`config.mk`:
```
export PLATFORM = sky130hd
export DESIGN_NAME = clock_phase_sampler
export DESIGN_NICKNAME = d
export VERILOG_FILES = /design/src/rtl/clock_sync_pkg.sv /design/src/rtl/sync_2ff.sv /design/src/rtl/clock_phase_sampler.sv
export SDC_FILE = /design/constraint.sdc
export NUM_CORES = 1
export LEC_CHECK = 0
export CAP_MARGIN = 20
export CORE_UTILIZATION = 49
export CTS_CLUSTER_SIZE = 25
export DETAILED_ROUTE_END_ITERATION = 10
export HOLD_SLACK_MARGIN = 0.06
export PLACE_DENSITY = 0.69
export SETUP_SLACK_MARGIN = 0.5
export SYNTH_ARGS = -nofsm -noshare
export SYNTH_HDL_FRONTEND = slang
export SYNTH_HIERARCHICAL = 1
export SYNTH_SLANG_ARGS = --single-unit
```
`constraint.sdc`:
```
create_clock -name clock -period 5.2 [get_ports clock]
set_clock_uncertainty 0.15 [all_clocks]
set_input_delay 0.52 -clock clock [delete_from_list [all_inputs] [get_ports clock]]
set_output_delay 0.52 -clock clock [all_outputs]
set_load 0.02 [all_outputs]
```
`src/rtl/clock_sync_pkg.sv`:
```
// Shared types and defaults for the clock phase sampler.
// Latency: none (package only).
// Backpressure: none (package only).
package clock_sync_pkg;

    typedef enum logic [1:0] {
        ST_IDLE   = 2'd0,
        ST_SETTLE = 2'd1,
        ST_SAMPLE = 2'd2,
        ST_DONE   = 2'd3
    } state_t;

    localparam int unsigned DEF_SAMPLE_COUNT  = 16;
    localparam int unsigned DEF_SETTLE_CYCLES = 4;
    localparam int unsigned DEF_ERR_MARGIN    = 2;

    // Ceiling log2, usable in parameter expressions.
    function automatic int unsigned clog2(input int unsigned v);
        int unsigned r;
        r = 0;
        for (int i = 0; i < 32; i++) begin
            if ((32'd1 << i) < v) begin
                r = i + 1;
            end
        end
        return r;
    endfunction

endpackage

```
`src/rtl/sync_2ff.sv`:
```
// Two-flop synchronizer for a single asynchronous bit.
// Latency: 2 clock cycles.
// Backpressure: none; the output follows the input continuously.
module sync_2ff (
    input  logic clock,
    input  logic reset,
    input  logic d,
    output logic q
);

    logic meta_q;
    logic sync_q;

    // First flop may go metastable; second flop gives it a full cycle to resolve.
    always_ff @(posedge clock or posedge reset) begin
        if (reset) begin
            meta_q <= 1'b0;
            sync_q <= 1'b0;
        end else begin
            meta_q <= d;
            sync_q <= meta_q;
        end
    end

    assign q = sync_q;

endmodule

```
`src/rtl/clock_phase_sampler.sv`:
```
// Samples the slave ADC clock over a fixed window and majority-votes it.
// Latency: sample_valid rises SETTLE_CYCLES+SAMPLE_COUNT+3 cycles after sample_req.
// Backpressure: four-phase handshake; result held until sample_req drops.
module clock_phase_sampler
    import clock_sync_pkg::*;
#(
    parameter int unsigned SAMPLE_COUNT  = DEF_SAMPLE_COUNT,
    parameter int unsigned SETTLE_CYCLES = DEF_SETTLE_CYCLES,
    parameter int unsigned ERR_MARGIN    = DEF_ERR_MARGIN,
    localparam int unsigned CW           = clog2(SAMPLE_COUNT + 1)
) (
    input  logic          clock,
    input  logic          reset,
    input  logic          din,
    input  logic          sample_req,
    output logic          dout,
    output logic          sample_valid,
    output logic          sample_error,
    output logic          sample_idle,
    output logic [CW-1:0] ones_count
);

    logic          din_s;
    logic          req_s;

    state_t        state_q;
    logic [7:0]    cyc_cnt_q;
    logic [CW-1:0] acc_q;
    logic [CW-1:0] acc_d;
    logic [CW-1:0] minority_d;
    logic          dout_q;
    logic          valid_q;
    logic          error_q;
    logic          idle_q;
    logic [CW-1:0] ones_q;

    sync_2ff u_sync_din (
        .clock (clock),
        .reset (reset),
        .d     (din),
        .q     (din_s)
    );

    sync_2ff u_sync_req (
        .clock (clock),
        .reset (reset),
        .d     (sample_req),
        .q     (req_s)
    );

    // Running count including this cycle's sample, and the smaller of ones/zeros.
    always_comb begin
        acc_d      = acc_q + CW'(din_s);
        minority_d = acc_d;
        if (acc_d > CW'(SAMPLE_COUNT / 2)) begin
            minority_d = CW'(SAMPLE_COUNT) - acc_d;
        end
    end

    // Handshake FSM with all outputs registered.
    always_ff @(posedge clock or posedge reset) begin
        if (reset) begin
            state_q   <= ST_IDLE;
            cyc_cnt_q <= '0;
            acc_q     <= '0;
            dout_q    <= 1'b0;
            valid_q   <= 1'b0;
            error_q   <= 1'b0;
            idle_q    <= 1'b1;
            ones_q    <= '0;
        end else begin
            case (state_q)
                ST_IDLE: begin
                    if (req_s) begin
                        state_q   <= ST_SETTLE;
                        cyc_cnt_q <= '0;
                        idle_q    <= 1'b0;
                    end
                end
                ST_SETTLE: begin
                    if (!req_s) begin
                        state_q <= ST_IDLE;
                        idle_q  <= 1'b1;
                    end else if (cyc_cnt_q == 8'(SETTLE_CYCLES - 1)) begin
                        state_q   <= ST_SAMPLE;
                        cyc_cnt_q <= '0;
                        acc_q     <= '0;
                    end else begin
                        cyc_cnt_q <= cyc_cnt_q + 8'd1;
                    end
                end
                ST_SAMPLE: begin
                    if (!req_s) begin
                        // Aborted window: previous results stay visible.
                        state_q <= ST_IDLE;
                        idle_q  <= 1'b1;
                    end else begin
                        acc_q     <= acc_d;
                        cyc_cnt_q <= cyc_cnt_q + 8'd1;
                        if (cyc_cnt_q == 8'(SAMPLE_COUNT - 1)) begin
                            state_q   <= ST_DONE;
                            cyc_cnt_q <= '0;
                            ones_q    <= acc_d;
                            dout_q    <= (acc_d > CW'(SAMPLE_COUNT / 2));
                            error_q   <= (minority_d > CW'(ERR_MARGIN));
                            valid_q   <= 1'b1;
                        end
                    end
                end
                ST_DONE: begin
                    if (!req_s) begin
                        state_q <= ST_IDLE;
                        valid_q <= 1'b0;
                        idle_q  <= 1'b1;
                    end
                end
                default: begin
                    state_q <= ST_IDLE;
                    valid_q <= 1'b0;
                    idle_q  <= 1'b1;
                end
            endcase
        end
    end

    assign dout         = dout_q;
    assign sample_valid = valid_q;
    assign sample_error = error_q;
    assign sample_idle  = idle_q;
    assign ones_count   = ones_q;

endmodule

```
After elaboration in Yosys (flattened, before gate mapping)

Index checks and enable logic that the tools add are counted.
W data, S select, Z words.

Register bits after elaboration: 28
Bits of input ports: 4
Output and inout port bits: 9
Word-level logic and storage cells: 67

Add/sub/neg operators: 3
Magnitude comparators: 2
Equal/unequal tests: 14
Muxes and demuxes: 25
Reductions and logical operators: 11

Operator list:

| operator              | count |
|---|---|
| $mux W8               | 5 |
| $pmux W8 S3           | 1 |
| $mux W5               | 4 |
| $reduce_and A4 Y1     | 4 |
| $mux W2               | 6 |
| $pmux W5 S2           | 1 |
| $add A8 B1 Y8 const B | 1 |
| $eq A8 B2 Y1 const B  | 1 |
| $eq A8 B4 Y1 const B  | 1 |
| $ne A2 B2 Y1 const B  | 4 |
| $pmux W2 S4           | 1 |
| $ne A2 B1 Y1 const B  | 3 |
| $ne A3 B3 Y1 const B  | 2 |
| $add A5 B1 Y5         | 1 |
| $gt A5 B2 Y1 const B  | 1 |
| $gt A5 B4 Y1 const B  | 1 |
| $mux W1               | 5 |
| $sub A5 B5 Y5 const A | 1 |
| $eq A2 B2 Y1 const B  | 2 |
| $pmux W1 S2           | 2 |
| $reduce_bool A2 Y1    | 2 |
| $reduce_and A3 Y1     | 1 |
| $reduce_bool A3 Y1    | 1 |
| $reduce_or A3 Y1      | 1 |
| 3 further kinds       | 3 |

Longest topological paths before layout

Gate-level depths: netlist of run 1.

Depth in word-level cells: 4
Mapped depth: 8
Mapped depth without buffers: 8

Hierarchy

The synthesis of run 1 kept the hierarchy.

By module, submodules not included:

| module              | instances | cells each | area an instance (µm²) | seq. area each (µm²) |
|---|---|---|---|---|
| clock_phase_sampler | 1         | 163        | 1529.0                 | 601.8 |
| sync_2ff            | 2         | 3          | 53.8                   | 50.0 |

Worst setup path before layout of run 1

OpenSTA, ideal clock, no wires.

Kind: register to register
From: register acc_q[0]
To: register error_q (netlist: sample_error)
Setup time: 0.136 ns
Arrival: 2.056 ns
Data required time: 4.914 ns
Slack: 2.858 ns
Stages on the path, launching flop included: 9
Buffers on the path: 0
Clock period less this slack: 2.342 ns
Cell sequence: dfrtp_1 ha_1 ha_1 inv_1 ha_1 o311ai_0 a22oi_1 a2111oi_0 a31oi_1

Longest elaborated chain between the ends: 4
Elaborated cells on any way between the ends: 5
Those cells by class: add/sub: 2; order compare: 2; mux: 1

RTL lines:

| what                                                 | line                                                 | source |
|---|---|---|
| start, declared                                      | clock_phase_sampler.sv:28                            | `logic [CW-1:0] acc_q;` |
| start signal, assigned                               | clock_phase_sampler.sv:65                            | `acc_q <= '0;` |
| start signal, assigned                               | clock_phase_sampler.sv:87                            | `acc_q <= '0;` |
| start signal, assigned                               | clock_phase_sampler.sv:98                            | `acc_q <= acc_d;` |
| $add A5 B1 Y5 (*)                                    | clock_phase_sampler.sv:53                            | `acc_d = acc_q + CW'(din_s);` |
| net acc_d[1]                                         | clock_phase_sampler.sv:29                            | `logic [CW-1:0] acc_d;` |
| $sub A5 B5 Y5 / $gt A5 B4 Y1 (equally long branches) | clock_phase_sampler.sv:56, clock_phase_sampler.sv:55 |  |
| $mux W5 (*)                                          | clock_phase_sampler.sv:55                            | `if (acc_d > CW'(SAMPLE_COUNT / 2)) begin` |
| $gt A5 B2 Y1 (*)                                     | clock_phase_sampler.sv:105                           | `error_q <= (minority_d > CW'(ERR_MARGIN));` |
| end signal, assigned                                 | clock_phase_sampler.sv:105                           |  |
| end, declared                                        | clock_phase_sampler.sv:33                            | `logic error_q;` |

Mark *: on every way through the listed nets, which the timed path passes. The rest lies on a longest branch.
A chain may end at the register's enable or synchronous reset.

Worst setup path after layout of run 1

Same ends and word-level chain as after synthesis.

==> results.yml, run 1 <==
synthesis:
  yosys.area.top_type_share_pct: 41.3
  ys.flop_type: "dfrtp_1"
  syn_area_sq_um: 1640
  synth_seq_cells: 28
  yosysTopAreaCell: "dfrtp_1"
  synth_common_cells: "27 x dfrtp_1, 15 x inv_1, 14 x nor2_1"
  synth_area_leaders: "dfrtp_1 41%, ha_1 8.4%, mux2_2 4.1%, o21ai_0 4.0%, inv_1 3.4%"
  synthCells: 169
  syn_nets: 184
  syn_avg_cell_area_sq_um: 9.68
  async_flop_share_pct: 100
  yosysSeqAreaShare_pct: 42.9
  yosysWarnings: 6
  synth.distinct_cells: 47
  yosysMostFrequentCell: "dfrtp_1"
  synth_enable_flop_cells: 0
timing:
  slew_headroom_pct: 48.8
  setup_tns_ps: 0
  drv_slew: 0
  fmax_ghz: 0.373
  timing.final.crit_share_pct: 51.5
  holdWs_ps: 211
  hold_viol: 0
  grt_setup_unrepaired: "false"
  setup_slack_ps: 2520
  min_period_ps: 2680
  worst_slew_pin_slew_ps: 766
  finalSetupViolations: 0
global_route:
  grt_pass1_wl_um: 4880
  grt.overflow.total: 0
  grt.total_usage_pct: 18.4
  grt_pass1_vias: 1079
  antenna_found_initial: 0
  grt_max_degree: 25
die:
  rows: 20
  die-area_sq_um: 3570
  num_io_pins: 13
  die_w_um: 59.8
  core-area_sq_um: 3100
  start_util_pct: 52.7
  fp.dieH_um: 59.8
power:
  power_switching_mw: 0.230
  p_total_mw: 0.640
  p_clk_share_pct: 22.6
  seq_power_share_pct: 40.4
  switching_share_pct: 35.9
  ir_worst_vdd_v: 0.000306
  p_comb_share_pct: 37.0
  p_int_mw: 0.410
  power_leakage_nw: 0.846
  p_per_area_nw_per_um2: 344
cts:
  cts_inserted_buffers: 3
  cts_resized: 0
  cts_sinks: 28
  cts_setup_buffers: 0
  clk_path_buf_depth: 2
  clkLatencyLatePin_ps: 330
  clk_pin_slew_worst_paths_ps: 160
  root_buffer: "clkbuf_4"
  htreeDepth: 1
  cts_tree: "built"
  holdBufCountCts: 0
job:
  cap_violations: 0
routing:
  antenna_left: 0
  routed_wirelength_um: 2880
  route.detailed.drc: 0
  wl_per_cell_um: 12.9
  dr.pass1.iters: 6
  vias: 1183
  initialDrtViolationCount: 33
  viasPerCell: 5.30
cells_and_area:
  diodes: 0
  drive_gt1_share_pct: 10.1
  multi_input_area_sq_um: 846
  final_nets: 195
  syn2layout_area_growth_pct: 13.6
  fin_area_sq_um: 1860
  regArea_sq_um: 702
  fillers: 279
setup_path:
  slowest_delay_ps: 420
  rrSetupSlack_ps: 2520
  critPathBufInv: 1
  r2r.worst_path.cells: 8
  cp-end-kind: "flop"
  slowest_stage: "dfrtp_1"
  crit_family: "compound AO/OA/AOI/OAI gates"
  arrival_ps: 2750
  r2r_start: "acc_q[0]$_DFFE_PP0P_"
  crit_top_cell: "ha_1"
  cp_max_fo: 6
  worstPathRequired_ps: 5270
  crit_chain: "ha_1 > ha_1 > inv_1 > ha_1 > o311ai_0 > a22oi_1 > a2111oi_0 > a31oi_1"
  start_kind: "flop"
  r2r_end: "sample_error$_DFFE_PP0P_"
  worstSetupPathType: "flop to flop"
min_path:
  hp-class: "input port to async pin"
status:
  status: "completed"
placed_design:
  place_congestion: 0.778
  port_buffers: 12
  pre_cts_ws_ps: 2610
  dpl_cell_area_sq_um: 1780
  dpl.hpwl_um: 2140
-- area by class of cell --
class                   count  area share, %
well taps                  44           2.96
clock buffers               3           1.21
flip-flops and latches     28           37.8
repair buffers             13           7.94
inverters                  15           3.03
multi-input cells         119           45.5
clock inverters             1           1.62
-- how the worst max path moves through the flow --
stage	from	endpoint	slack [ps]	cells past startpoint
2_1_floorplan	acc_q[0]$_DFFE_PP0P_	sample_error$_DFFE_PP0P_	2860	8
3_3_place_gp	u_sync_din/q$_DFF_PP0_	sample_error$_DFFE_PP0P_	2750	8
3_5_place_dp	acc_q[0]$_DFFE_PP0P_	sample_error$_DFFE_PP0P_	2610	8
4_1_cts	acc_q[0]$_DFFE_PP0P_	sample_error$_DFFE_PP0P_	2580	8
5_1_grt	acc_q[0]$_DFFE_PP0P_	sample_error$_DFFE_PP0P_	2250	8
6_report	acc_q[0]$_DFFE_PP0P_	sample_error$_DFFE_PP0P_	2520	8
-- worst reg2reg max path, delay by kind of cell, from the launching register on --
| family | cells | cell delay, ps |
|---|---|---|
| AOI/OAI and AO/OA | 4 | 1080 |
| adders and majority gates | 3 | 850 |
| buffers and inverters | 1 | 80 |
| DFF | 1 | 420 |
-- state kept, by name, summed over array words and instances, names as in the netlist --
register	flops
acc_q	5
u_sync_req/q	1
sample_idle	1
cyc_cnt_q	8
sample_error	1
u_sync_din/q	1
u_sync_din/meta_q	1
sample_valid	1
u_sync_req/meta_q	1
ones_count	5
state_q	2
dout	1
-- placed cells by master (no fill, tap or decap), types with 2 or more instances in the layout --
master	netlist	layout
dfrtp_1	27	27
inv_1	15	15
nor2_1	14	14
o21ai_0	13	13
clkdlybuf4s50_1	0	12
ha_1	11	11
nand2_1	10	10
a21oi_1	9	9
nand3_1	9	9
mux2_2	6	6
nor3_1	3	3
and3_1	3	3
mux2i_1	3	3
xnor2_1	3	3
clkbuf_4	0	3
o21bai_1	2	2
a21o_1	2	2
nor2b_1	2	2
a21boi_0	2	2
-- logic make-up after synthesis --
group | share of synthesized area [%]
flops | 42.9
mux | 5.96
compound gates | 18.6
fa+ha+maj | 8.41
buf+inv | 5.43
simple gates | 16.6
xor+xnor | 2.14
-- layer usage --
metal  routed length [um]  vias to the layer above  global-route usage (%)
li1                     -                      610                       -
met1                 1460                      553                    27.2
met2                 1330                       16                    28.1
met3                   57                        4                    1.95
met4                   30                        0                    5.98
met5                    0                        -                       0
-- power by group through the flow --
stage          sequential (mW)  combinational [mW]  clock, mW
2_1_floorplan            0.262               0.183          0
3_3_place_gp             0.261               0.226          0
3_5_place_dp             0.263               0.235          0
4_1_cts                  0.259               0.236      0.149
5_1_grt                  0.261               0.267      0.157
6_report                 0.259               0.237      0.144
-- metrics by stage --
stage | instances | utilization [%]
after detailed placement | 218 | 57.3
after floorplan | 169 | -
after global routing | 223 | 59.9
after global placement | 218 | 57.3
after CTS | 222 | 59.0
final | 223 | 59.9
Power figures use the tool's default switching activity.
==> inputs of run 2 (changes only) <==
- clock period: 5.2 -> 2.57 ns (I/O delays scaled with it)
==> run 2 against run 1 <==
  * Design area up 12%
  * Count of clock-buffer cells in the layout up 1
  * Non-clock buffer count up 15
  * Core utilization up 7.1 points
  * Sequential power up 100%
  * First-iteration DRC count up 30%
  * Via count up 11%
  * Sequential share of layout area down 3.9 points
  * Critical path type unchanged
==> results.yml, run 2 (synthesis gave the netlist of run 1 again) <==
cts:
  cts_sinks: 28
  clk_pin_slew_worst_paths_ps: 160
  root_buffer: "clkbuf_4"
  clkLatencyLatePin_ps: 330
  htreeDepth: 1
  clk_path_buf_depth: 2
  cts_inserted_buffers: 3
  cts_tree: "built"
power:
  p_comb_share_pct: 46.9
  p_clk_share_pct: 15.7
  power_switching_mw: 0.531
  p_per_area_nw_per_um2: 675
  switching_share_pct: 37.8
  power_leakage_nw: 0.917
  p_int_mw: 0.873
  ir_worst_vdd_v: 0.000592
  seq_power_share_pct: 37.4
  p_total_mw: 1.40
setup_path:
  arrival_ps: 2250
  start_kind: "flop"
  cp-end-kind: "flop"
  worstPathRequired_ps: 2710
  worstSetupPathType: "flop to flop"
  cp_max_fo: 4
global_route:
  grt.total_usage_pct: 21.4
  grt_max_degree: 21
  grt_pass1_wl_um: 5490
  grt_pass1_vias: 1191
  grt.overflow.total: 0
  antenna_found_initial: 0
cells_and_area:
  final_common_cell: "dfrtp_1"
  largest_register_ffs: 8
  multi_input_area_sq_um: 980
  regArea_sq_um: 704
  diodes: 0
  final_nets: 210
  syn2layout_area_growth_pct: 27.1
  utilization_pct: 67.1
  fillers: 263
  final_cell_mix: "25 x dfrtp_1, 14 x inv_1, 14 x nor2_1, 14 x buf_4, 13 x o21ai_0"
  regMostFlops: "cyc_cnt_q"
  drive_gt1_share_pct: 27.8
routing:
  routed_wirelength_um: 3580
  viasPerCell: 5.52
  initialDrtViolationCount: 43
  antenna_left: 0
  vias: 1314
  route.detailed.drc: 0
  dr.pass1.iters: 4
  wl_per_cell_um: 15.0
die:
  die_w_um: 59.8
  die-area_sq_um: 3570
  core-area_sq_um: 3100
  rows: 20
  fp.dieH_um: 59.8
  num_io_pins: 13
  start_util_pct: 52.7
timing:
  hold_viol: 0
  setup_tns_ps: 0
  holdWs_ps: 189
  fmax_ghz: 0.475
  worst_slew_pin_slew_ps: 442
  min_period_ps: 2110
  grt_setup_unrepaired: "true"
  finalSetupViolations: 0
  drv_slew: 0
  slew_headroom_pct: 70.5
  timing.final.crit_share_pct: 81.9
job:
  cap_violations: 0
min_path:
  hp-class: "input port to flop"
placed_design:
  port_buffers: 12
  place_congestion: 0.813
  dpl.hpwl_um: 2410
status:
  status: "completed"
## run 2: changes by cell type in the layout (fill, tap and decap cells not counted), sizes merged
cell and delta:
buf +14, bufinv -1, clkbuf +1, dlygate4sd3 +1
## run 2: cell type report
| type | count | share of cell area, % |
|---|---|---|
| Multi-Input combinational cell | 119 | 47.1 |
| Sequential cell | 28 | 33.9 |
| Timing Repair Buffer | 28 | 11.8 |
| Inverter | 15 | 2.83 |
| Tap cell | 44 | 2.65 |
| Clock buffer | 4 | 1.74 |
## run 2: final timing paths
path                       slack (ps)                         from                          end  cells past startpoint
max                               460         acc_q[0]$_DFFE_PP0P_             dout$_DFFE_PP0P_                      9
min                               190                          din  u_sync_din/meta_q$_DFF_PP0_                      1
max reg2reg                       460         acc_q[0]$_DFFE_PP0P_             dout$_DFFE_PP0P_                      9
min reg2reg                       230  u_sync_din/meta_q$_DFF_PP0_       u_sync_din/q$_DFF_PP0_                      0
max in group asynchronous        1170                        reset      sample_idle$_DFFE_PP1P_                      4
min in group asynchronous         490                        reset  u_sync_din/meta_q$_DFF_PP0_                      3
## run 2: through the flow
| stage | std cells | cell area [sq um] | setup WS [ps] |
|---|---|---|---|
| 6_report | 238 | 2080 | 464 |
| 5_1_grt | 238 | 2080 | 368 |
| 4_1_cts | 230 | 1930 | 404 |
| 3_5_place_dp | 220 | 1820 | 279 |
| 3_3_place_gp | 220 | 1820 | 296 |
| 2_1_floorplan | 169 | 1660 | 508 |
## run 2: what timing repair did
action | in CTS | in global routing
endpoints found under the hold margin | 8 | 0
gates cloned | 0 | 0
endpoints found under the setup margin | 12 | 15
buffers inserted | 5 | 8
hold buffers | 1 | 0
pin swaps | 8 | 11
gates resized for setup | 7 | 19
## run 2: power groups by stage
stage               clock, mW  combinational [mW]  sequential, mW
floorplan                   0               0.379           0.533
global placement            0               0.486           0.528
detailed placement          0               0.511           0.536
CTS                     0.225               0.558           0.524
global route            0.237               0.718           0.528
finish                  0.220               0.659           0.525
## run 2: worst max-delay path, cell delays in order, from the launching register on
cell and delay (ps):
dfrtp_1 450, ha_4 190, ha_4 280, inv_4 40, ha_4 170, buf_6 120
a21oi_2 120, o32ai_2 90, o31ai_1 270, mux2_4 180
## run 2: metal layers
layer / part of all wire [%] / vias to the layer above / track usage (%)
met5: 0 / - / 0
met4: 1.3 / 0 / 9.30
met3: 2.8 / 5 / 3.03
met2: 49 / 23 / 36.3
met1: 47 / 641 / 27.1
li1: - / 645 / -
==> inputs of run 3 (changes only) <==
- PLACE_DENSITY: 0.69 -> 0.72
- clock period: 2.57 -> 1.8 ns (I/O delays scaled with it)
==> run 3 against run 2 <==
  * The run now ends with setup timing left
  * Via count rose by 36%
  * Worst setup slack worse by 760 ps
  * Design area rose by 36%
  * Count of clock-buffer cells in the layout stayed put
  * Total power grew 130%
  * Combinational power increased to 3.2 times the previous value
  * Critical path type unchanged
  * Critical endpoint is now sample_error$_DFFE_PP0P_
==> results.yml, run 3 (synthesis gave the netlist of run 1 again) <==
timing:
  timing.final.crit_share_pct: 117
  setup_slack_ps: -297
  slew_headroom_pct: 66.0
  grt_setup_unrepaired: "true"
  drv_slew: 0
  fmax_ghz: 0.477
  hold_viol: 0
  worst_slew_pin_slew_ps: 509
  finalSetupViolations: 23
  min_period_ps: 2100
cts:
  clk_path_buf_depth: 2
  root_buffer: "clkbuf_4"
  clk_pin_slew_worst_paths_ps: 160
  cts_inserted_buffers: 3
  cts_tree: "built"
  htreeDepth: 1
  clkLatencyLatePin_ps: 360
  cts_sinks: 28
status:
  status: "finished, violations left"
  violations: "setup timing"
routing:
  routed_wirelength_um: 6550
  initialDrtViolationCount: 112
  route.detailed.drc: 0
  antenna_left: 0
  vias: 1787
  dr.pass1.iters: 4
  viasPerCell: 6.12
  wl_per_cell_um: 22.4
die:
  num_io_pins: 13
  rows: 20
  start_util_pct: 52.7
  die_w_um: 59.8
  core-area_sq_um: 3100
  fp.dieH_um: 59.8
  die-area_sq_um: 3570
power:
  p_per_area_nw_per_um2: 1140
  p_total_mw: 3.23
  power_leakage_nw: 1.30
  ir_worst_vdd_v: 0.00117
cells_and_area:
  drive_gt1_share_pct: 61.3
  fillers: 111
  utilization_pct: 91.5
  final_nets: 264
  largest_register_ffs: 8
  regMostFlops: "cyc_cnt_q"
  diodes: 0
  final_cell_mix: "44 x buf_4, 26 x dfrtp_1, 23 x buf_6"
  syn2layout_area_growth_pct: 73.4
  final_common_cell: "buf_4"
setup_path:
  slowest_delay_ps: 450
  start_kind: "flop"
  arrival_ps: 2190
  worstSetupPathType: "flop to flop"
  r2r.worst_path.cells: 8
  crit_top_cell: "ha_4"
  slowest_stage: "dfrtp_1"
  cp-end-kind: "flop"
  rrSetupSlack_ps: -300
  crit_start: "acc_q[0]$_DFFE_PP0P_"
  r2r_end: "sample_error$_DFFE_PP0P_"
  worstPathRequired_ps: 1890
  cp_max_fo: 4
  r2r_start: "acc_q[0]$_DFFE_PP0P_"
  crit_chain: "ha_4 > ha_4 > inv_4 > ha_4 > a21oi_1 > a22oi_2 > a2111oi_4 > a31oi_1"
placed_design:
  dpl.hpwl_um: 2890
  port_buffers: 12
  place_congestion: 0.814
min_path:
  min_from: "sample_req"
  hp-class: "input port to flop"
  hold_end: "u_sync_req/meta_q$_DFF_PP0_"
  worst_hold_path.num_cells: 1
global_route:
  grt_max_degree: 17
  antenna_found_initial: 0
  grt.overflow.total: 0
  grt.total_usage_pct: 31.1
  grt_pass1_vias: 1684
  grt_pass1_wl_um: 7940
job:
  cap_violations: 0
==> run 3: layout make-up <==
type	count	area, sq um	share of cell area, %
clock buffers	4	36.3	1.28
repair buffers	82	724	25.5
well taps	44	55.1	1.94
flip-flops and latches	28	703	24.8
multi-input cells	119	1250	44.1
inverters	15	67.6	2.38
==> run 3: how the worst max path moves through the flow <==
stage / end / slack [ps] / cells past startpoint
2_1_floorplan: sample_error$_DFFE_PP0P_ / -220 / 8
3_3_place_gp: sample_error$_DFFE_PP0P_ / -230 / 8
3_5_place_dp: sample_error$_DFFE_PP0P_ / -430 / 8
4_1_cts: sample_error$_DFFE_PP0P_ / -280 / 8
5_1_grt: sample_error$_DFFE_PP0P_ / -380 / 8
6_report: sample_error$_DFFE_PP0P_ / -300 / 8
==> run 3: metrics by stage <==
step	setup TNS (ps)	cell area, sq um	instances	setup WS, ps	hold slack [ps]
6_report	-2510	2840	292	-297	119
5_1_grt	-3440	2840	292	-375	121
4_1_cts	-783	2590	284	-278	139
3_5_place_dp	-1270	2180	254	-426	188
3_3_place_gp	-527	2180	254	-226	184
2_1_floorplan	-246	1760	169	-223	-229
==> run 3: where the power goes <==
group / internal (mW) / switching (mW) / leakage (nW)
Clock: 0.124 / 0.222 / 0.0210
Sequential: 0.698 / 0.0785 / 0.374
Combinational: 1.12 / 0.990 / 0.908
==> run 3: critical path: cells and delay by family (launching register included) <==
family	cells	cell delay (ps)
flip-flops	1	450
buffers and inverters	1	40
adder cells (fa/ha/maj)	3	640
AO/OA/AOI/OAI	4	700
==> run 3: timing repair <==
item | 4_1_cts | 5_1_grt
setup endpoints to repair | 33 | 42
gates resized for setup | 90 | 44
pin swaps | 18 | 29
endpoints found under the hold margin | 10 | 0
hold buffers | 1 | 0
buffers inserted | 25 | 8
==> run 3: layer usage <==
layer	global-route usage, %	wire length [um]	vias up
met2	57.0	3310	117
li1	-	-	754
met3	4.55	459	36
met5	0	0	-
met1	36.5	2420	880
met4	11.0	365	0
